[src/rtl/gray_to_binary_stream.sv]
// gray_to_binary_stream
// Decodes a stream of Gray-coded words to binary behind a single-entry
// valid/ready output register. Each accepted word is classified against the
// previously accepted word (up, down, hold, illegal jump, or first after
// reset) and illegal jumps are tallied in a saturating counter.
module gray_to_binary_stream #(
    parameter int WIDTH = 3,
    parameter int ERR_W = 8
) (
    input  logic             clk,
    input  logic             rst,
    input  logic             in_valid,
    output logic             in_ready,
    input  logic [WIDTH-1:0] in_gray,
    output logic             out_valid,
    input  logic             out_ready,
    output logic [WIDTH-1:0] out_bin,
    output logic [WIDTH-1:0] out_gray,
    output logic             out_up,
    output logic             out_down,
    output logic             out_hold,
    output logic             out_err,
    output logic [ERR_W-1:0] err_count,
    output logic             first
);

    localparam logic [ERR_W-1:0] ERR_MAX = {ERR_W{1'b1}};
    localparam logic [ERR_W-1:0] ERR_ONE = {{(ERR_W-1){1'b0}}, 1'b1};
    localparam logic [WIDTH-1:0] W_ONE   = {{(WIDTH-1){1'b0}}, 1'b1};

    // Gray-to-binary: each binary bit is the XOR of all Gray bits at or above it.
    function automatic logic [WIDTH-1:0] gray2bin(input logic [WIDTH-1:0] g);
        logic [WIDTH-1:0] b;
        b = {WIDTH{1'b0}};
        b[WIDTH-1] = g[WIDTH-1];
        for (int i = WIDTH - 2; i >= 0; i--) begin
            b[i] = b[i+1] ^ g[i];
        end
        return b;
    endfunction

    // Output register and reference-word state
    logic             r_out_valid;
    logic [WIDTH-1:0] r_bin;
    logic [WIDTH-1:0] r_gray;
    logic             r_up;
    logic             r_down;
    logic             r_hold;
    logic             r_err;
    logic             r_first;
    logic [ERR_W-1:0] r_err_count;
    logic             r_have_prev;
    logic [WIDTH-1:0] r_prev_bin;

    // Combinational decode and classification of the word on the input
    logic [WIDTH-1:0] w_bin;
    logic [WIDTH-1:0] w_prev_inc;
    logic [WIDTH-1:0] w_prev_dec;
    logic             w_accept;
    logic             w_xfer;
    logic             w_in_ready;
    logic             w_up;
    logic             w_down;
    logic             w_hold;
    logic             w_err;
    logic             w_first;

    assign w_bin      = gray2bin(in_gray);
    assign w_prev_inc = r_prev_bin + W_ONE;
    assign w_prev_dec = r_prev_bin - W_ONE;
    // A single output slot: room exists when it is empty or being drained now.
    assign w_in_ready = !r_out_valid || out_ready;
    assign w_accept   = in_valid && w_in_ready;
    assign w_xfer     = r_out_valid && out_ready;

    // Classify the incoming word against the last accepted binary value
    always_comb begin
        w_up    = 1'b0;
        w_down  = 1'b0;
        w_hold  = 1'b0;
        w_err   = 1'b0;
        w_first = 1'b0;
        if (!r_have_prev) begin
            w_first = 1'b1;
        end else if (w_bin == r_prev_bin) begin
            w_hold = 1'b1;
        end else if (w_bin == w_prev_inc) begin
            w_up = 1'b1;
        end else if (w_bin == w_prev_dec) begin
            w_down = 1'b1;
        end else begin
            w_err = 1'b1;
        end
    end

    // Output slot occupancy: fills on accept, empties on transfer without refill
    always_ff @(posedge clk or posedge rst) begin
        if (rst) begin
            r_out_valid <= 1'b0;
        end else if (w_accept) begin
            r_out_valid <= 1'b1;
        end else if (w_xfer) begin
            r_out_valid <= 1'b0;
        end
    end

    // Output payload loads only on accept, so it stays stable under back-pressure
    always_ff @(posedge clk or posedge rst) begin
        if (rst) begin
            r_bin   <= {WIDTH{1'b0}};
            r_gray  <= {WIDTH{1'b0}};
            r_up    <= 1'b0;
            r_down  <= 1'b0;
            r_hold  <= 1'b0;
            r_err   <= 1'b0;
            r_first <= 1'b0;
        end else if (w_accept) begin
            r_bin   <= w_bin;
            r_gray  <= in_gray;
            r_up    <= w_up;
            r_down  <= w_down;
            r_hold  <= w_hold;
            r_err   <= w_err;
            r_first <= w_first;
        end
    end

    // Reference word: only accepted words move the comparison baseline
    always_ff @(posedge clk or posedge rst) begin
        if (rst) begin
            r_have_prev <= 1'b0;
            r_prev_bin  <= {WIDTH{1'b0}};
        end else if (w_accept) begin
            r_have_prev <= 1'b1;
            r_prev_bin  <= w_bin;
        end
    end

    // Saturating illegal-jump counter, cleared only by reset
    always_ff @(posedge clk or posedge rst) begin
        if (rst) begin
            r_err_count <= {ERR_W{1'b0}};
        end else if (w_accept && w_err && (r_err_count != ERR_MAX)) begin
            r_err_count <= r_err_count + ERR_ONE;
        end
    end

    assign in_ready  = w_in_ready;
    assign out_valid = r_out_valid;
    assign out_bin   = r_bin;
    assign out_gray  = r_gray;
    assign out_up    = r_up;
    assign out_down  = r_down;
    assign out_hold  = r_hold;
    assign out_err   = r_err;
    assign err_count = r_err_count;
    assign first     = r_first;

endmodule

[config.mk]
export PLATFORM = sky130hd
export DESIGN_NAME = gray_to_binary_stream
export DESIGN_NICKNAME = d
export VERILOG_FILES = /design/src/rtl/gray_to_binary_stream.sv
export SDC_FILE = /design/constraint.sdc
export NUM_CORES = 1
export LEC_CHECK = 0
export BUFFER_PORTS_ARGS = -buffer_cell sky130_fd_sc_hd__buf_2
export CAP_MARGIN = 20
export CORE_MARGIN = 4
export CORE_UTILIZATION = 43
export DETAILED_ROUTE_END_ITERATION = 12
export PLACE_DENSITY = 0.66
export SLEW_MARGIN = 20
export SYNTH_ARGS = -nofsm -noshare
export SYNTH_HDL_FRONTEND = slang
export SYNTH_SLANG_ARGS = --single-unit
[constraint.sdc]
create_clock -name clk -period 1.92 [get_ports clk]
set_input_delay 0.48 -clock clk [delete_from_list [all_inputs] [get_ports clk]]
set_output_delay 0.48 -clock clk [all_outputs]
set_load 0.005 [all_outputs]
-- After elaboration in Yosys (flattened, before gate mapping)
Cells that the tools add are included.
- register bits: 21
- bits of input ports: 7
- word-level logic and storage cells: 42
- add/subtract/negate cells: 3
- equal/unequal tests: 4
- mux-type cells: 16
- bitwise operators: 2
- reduce and logical (&&, ||, !) cells: 7
- operator list (cell ; count):
    $mux 1 ; 16
    $eq 3x3->1 ; 3
    $add 8x1->8 const B ; 1
    $ne 8x8->1 const B ; 1
    $logic_and 1x1->1 ; 4
    $add 3x1->3 const B ; 1
    $sub 3x1->3 const B ; 1
    $reduce_bool 2->1 ; 1
    $xor 1x1->1 ; 2
    $logic_not 1->1 ; 1
    $logic_or 1x1->1 ; 1

-- Longest topological paths before layout
- word-level depth: 9
- gate-level depth with buffers: 8

-- Worst setup path after synthesis
Ideal clock, no wire load.
- kind: reg-to-reg
- from: reg r_prev_bin[0]
- to: reg r_err_count[1], in the netlist err_count[1]
- arrival time: 1985 ps
- data required time: 1795 ps
- path slack: -190 ps
- cell stages (with the launch flop): 9
- path buffers: 0
- cells stage by stage: dfrtp_1 inv_1 ha_1 xor2_2 nor3_1 a211o_1 nand3_4 and3_4 mux2_4
- longest elaborated chain between the ends: 8
- elaborated cells on any way between the ends: 11
- RTL lines (item ; line ; source):
    start: declaration ; 53 ; logic [WIDTH-1:0] r_prev_bin;
    start signal: assignment ; 132 ; r_prev_bin <= {WIDTH{1'b0}};
    start signal: assignment ; 135 ; r_prev_bin <= w_bin;
    $sub 3x1->3 ; 70 ; assign w_prev_dec = r_prev_bin - W_ONE;
    $eq 3x3->1 ; 89 ; end else if (w_bin == w_prev_dec) begin
    $mux 1 ; 89 ;
    $mux 1 ; 87 ; end else if (w_bin == w_prev_inc) begin
    $mux 1 (*) ; 85 ; end else if (w_bin == r_prev_bin) begin
    $mux 1 (*) ; 83 ; if (!r_have_prev) begin
    $logic_and 1x1->1 (*) (2 in a row) ; 143 ; end else if (w_accept && w_err && (r_err_count != ERR_MAX)) begin
    end signal: assignment ; 142 ; r_err_count <= {ERR_W{1'b0}};
    end signal: assignment ; 144 ; r_err_count <= r_err_count + ERR_ONE;
    end: declaration ; 51 ; logic [ERR_W-1:0] r_err_count;
Mark *: on every way between the ends. The rest lies on a longest branch, timed or not.
A chain may end at the register's enable or synchronous reset.

-- Final worst setup path
- from: reg r_prev_bin[1]
- to: reg r_err_count[1], in the netlist err_count[1]
Same word-level chain as after synthesis.

==> out/results.tsv <==
stage	metric	value	unit
worst_setup_path	cell chain of the critical path	inv_2, ha_4, xor2_4, nor3_2, a211o_1, nand3_4, and3_4, mux2_4	
place	Final Wtd Congestion	0.802	
worst_setup_path	CP Data Required Time	2.13	ns
global_route	initial antenna violation count	0	
layout	share of cells above drive strength 1	50.0	%
floorplan	Die ar.	3670	sq um
sta	final setup fails	1	
logic_synthesis	main flop type after synthesis	dfrtp_1	
worst_setup_path	Critical Path AT	2.16	ns
sta	Tcrit/Tclk final	102	%
logic_synthesis	post-synthesis cell count	110	
sta	Fin. Hold Viols	0	
detailed_routing	Iter 0 DRT Violations	40	
pwr	pwr dens	1090	nW/um^2
floorplan	die extent in y	60.6	um
logic_synthesis	Ys Warns	0	
logic_synthesis	Seq/Total Area, Yosys	42.1	%
cts	Num Clock Sinks	20	
worst_setup_path	CP peak stage delay	0.42	ns
pwr	Max VDD drop	0.000652	V
sta	Clock Skew	0.0124	ns
place	Port Buffer Count	27	
place	HPWL after DPL	1920	um
status	failing checks	negative setup slack	
logic_synthesis	Yosys reg bits	20	
cts	Clock Path Buffers	2	
global_route	vias in the first global route	969	
global_route	first-pass GRT wire length	4220	um
global_route	gr usage total	15.1	%
sta	RSZ-0062 raised after global routing	true	
sta	Setup TNS	-0.0298	ns
pwr	internal power	1.14	mW
pwr	Sw Ratio	33.1	%
worst_setup_path	CP Launch Type	flip-flop	
floorplan	initial core utilization	46.3	%
global_route	largest net degree at the start of global routing	15	
global_route	Overflow after GRT	0	
logic_synthesis	Mean Syn Cell Area	10.8	sq um
sta	Tmin final	1.95	ns
logic_synthesis	Synth Net Count	120	
sta	Max transition margin	67.4	%
pwr	Lkg Pwr	0.767	nW
detailed_routing	ANT nets after route	0	
job	max-cap violations	0	
worst_setup_path	crit path max fanout	4	
floorplan	IO Count	28	
sta	Setup WS post-layout	-0.0298	ns
detailed_routing	drc violations	0	
detailed_routing	post-DR wirelength/cell	13.2	um
status	outcome	complete, but fails checks	
cts	CTS tree	yes	
pwr	Seq pwr share	36.1	%
sta	WHS	0.148	ns
worst_setup_path	crit end category	flip-flop	
logic_synthesis	share of flip-flops with an asynchronous set or reset	100	%
logic_synthesis	Post-synth EDFFs	0	
sta	Pins Over Slew Limit	0	
detailed_routing	total wire length	2460	um
cts	worst skew pair latency	0.31	ns
cts	htree depth	1	
layout	Total Nets Final	167	
layout	Layout area overhead	32.0	%
hold_path	Hold WC Path Type	input port to asynchronous set/reset pin	
floorplan	row count	18	
cts	Num CTS Buffers	3	
pwr	Comb pwr share	43.3	%
detailed_routing	Via-to-Cell Ratio	5.17	
pwr	NetSw	566	uW
floorplan	Core ar.	2570	sq um
pwr	Clk pwr share	20.6	%
worst_setup_path	CP Class	flip-flop to flip-flop	
layout	# diodes	0	
sta	fmax	0.513	GHz
cts	clk slew on worst S/H paths	0.13	ns
detailed_routing	routed via count	961	
worst_setup_path	critical-path cell with the highest stage delay	dfrtp_1	
detailed_routing	1st-pass router iterations	3	
logic_synthesis	Synth Cell Area	1190	sq um
cts	CTS root buf	clkbuf_4	
floorplan	die width	60.6	um
logic_synthesis	post-synthesis cell type count	37	
sta	Slew @ Worst Pin	0.488	ns
-- what timing repair did --
action                     in CTS  in global routing
resized for setup               0                  6
pin swaps                       0                  1
setup endpoints to repair       3                 10
buffers inserted                1                  2
hold buffers                    0                  0
-- area by class of cell --
class / instances / area (sq um)
Multi-Input combinational cell: 82 / 678
Fill cell: 219 / 997
Sequential cell: 20 / 502
Inverter: 3 / 11.3
Clock inverter: 1 / 30.0
Clock buffer: 3 / 22.5
Timing Repair Buffer: 47 / 289
Tap cell: 30 / 37.5
-- stage by stage --
stage          power [mW]  utilization [%]  cells  cell area (sq um)  setup slack (ns)
2_1_floorplan        1.03                -    110               1200           -0.0261
3_3_place_gp         1.29             56.8    179               1460           -0.0173
4_1_cts              1.67             59.2    184               1520           -0.0327
3_5_place_dp         1.31             56.8    179               1460           -0.0315
6_report             1.71             61.2    186               1570           -0.0298
5_1_grt              1.84             61.2    186               1570            -0.106
-- layer usage --
metal	part of all wire, %	up-vias	GRT usage [%]	routed length [um]
met5	0	-	0	0
met4	1.4	0	4.95	34
met3	4.4	5	2.55	108
met2	47	22	24.4	1160
met1	47	453	20.7	1160
li1	-	481	-	-
-- worst paths after layout --
kind | startpoint | endpoint | slack (ns) | cells after the start
min in group clk | in_valid | out_valid | 0.38 | 2
worst max-delay path | r_prev_bin[1] | err_count[1] | -0.03 | 8
worst max register to register | r_prev_bin[1] | err_count[1] | -0.03 | 8
worst min register to register | out_up | out_up | 0.48 | 1
max in group asynchronous | rst | r_have_prev | 1.26 | 3
worst min-delay path | rst | err_count[2] | 0.15 | 2
-- critical path, delay by kind of cell, from the launching register on --
| kind | cells | cell delay (ns) |
|---|---|---|
| AND/OR/NAND/NOR | 3 | 0.35 |
| flip-flops | 1 | 0.42 |
| multiplexers | 1 | 0.29 |
| buffers and inverters | 1 | 0.07 |
| XOR/XNOR | 1 | 0.17 |
| adder cells (fa/ha/maj) | 1 | 0.31 |
| AO/OA/AOI/OAI | 1 | 0.25 |
-- flip-flops by register name (all words and copies together) (netlist names) --
register	cells
r_have_prev	1
r_prev_bin	2
out_hold	1
out_up	1
out_valid	1
first	1
err_count	8
out_down	1
out_err	1
out_gray	3
-- cell usage after synthesis (3+ instances only) --
library cell / n / area (sq um)
a31oi_1: 4 / 25.0
buf_6: 3 / 33.8
dfrtp_1: 20 / 500
ha_1: 3 / 37.5
inv_1: 3 / 11.3
mux2_2: 4 / 45.0
nand2_1: 10 / 37.5
nand2b_1: 3 / 18.8
nand3_1: 5 / 25.0
nand4_1: 3 / 18.8
nor3_1: 3 / 15.0
o21ai_0: 6 / 30.0
xnor2_1: 5 / 43.8
xor2_1: 3 / 26.3
-- placed cells by master, fill, tap and decap left out, drive strengths merged, types with 2 or more instances in the layout --
cell    netlist  routed
a211oi        2       2
a21o          2       2
a31oi         4       4
and2b         2       2
and3          5       5
and3b         2       2
buf           4      47
clkbuf        1       3
dfrtp        20      20
ha            3       3
inv           3       3
mux2          6       6
nand2        10      10
nand2b        3       3
nand3         7       7
nand4         3       3
nor2          3       3
nor3          3       3
o211ai        2       2
o21ai         8       8
or3           2       2
xnor2         7       7
xor2          5       5
-- cell families after synthesis --
family,Yosys count,share of synthesized area (%)
xor+xnor,12,11.4
fa+ha+maj,3,3.15
buf+inv,8,4.73
flops,20,42.1
simple gates,41,21.6
mux,6,6.31
compound gates,20,10.8
-- power by group through the flow --
stage	registers, mW	logic [mW]	clock network, mW
floorplan	0.625	0.408	0
global placement	0.619	0.667	0
detailed placement	0.627	0.678	0
CTS	0.619	0.688	0.363
global route	0.638	0.821	0.379
finish	0.617	0.740	0.352
(Power assumes the default switching activity.)
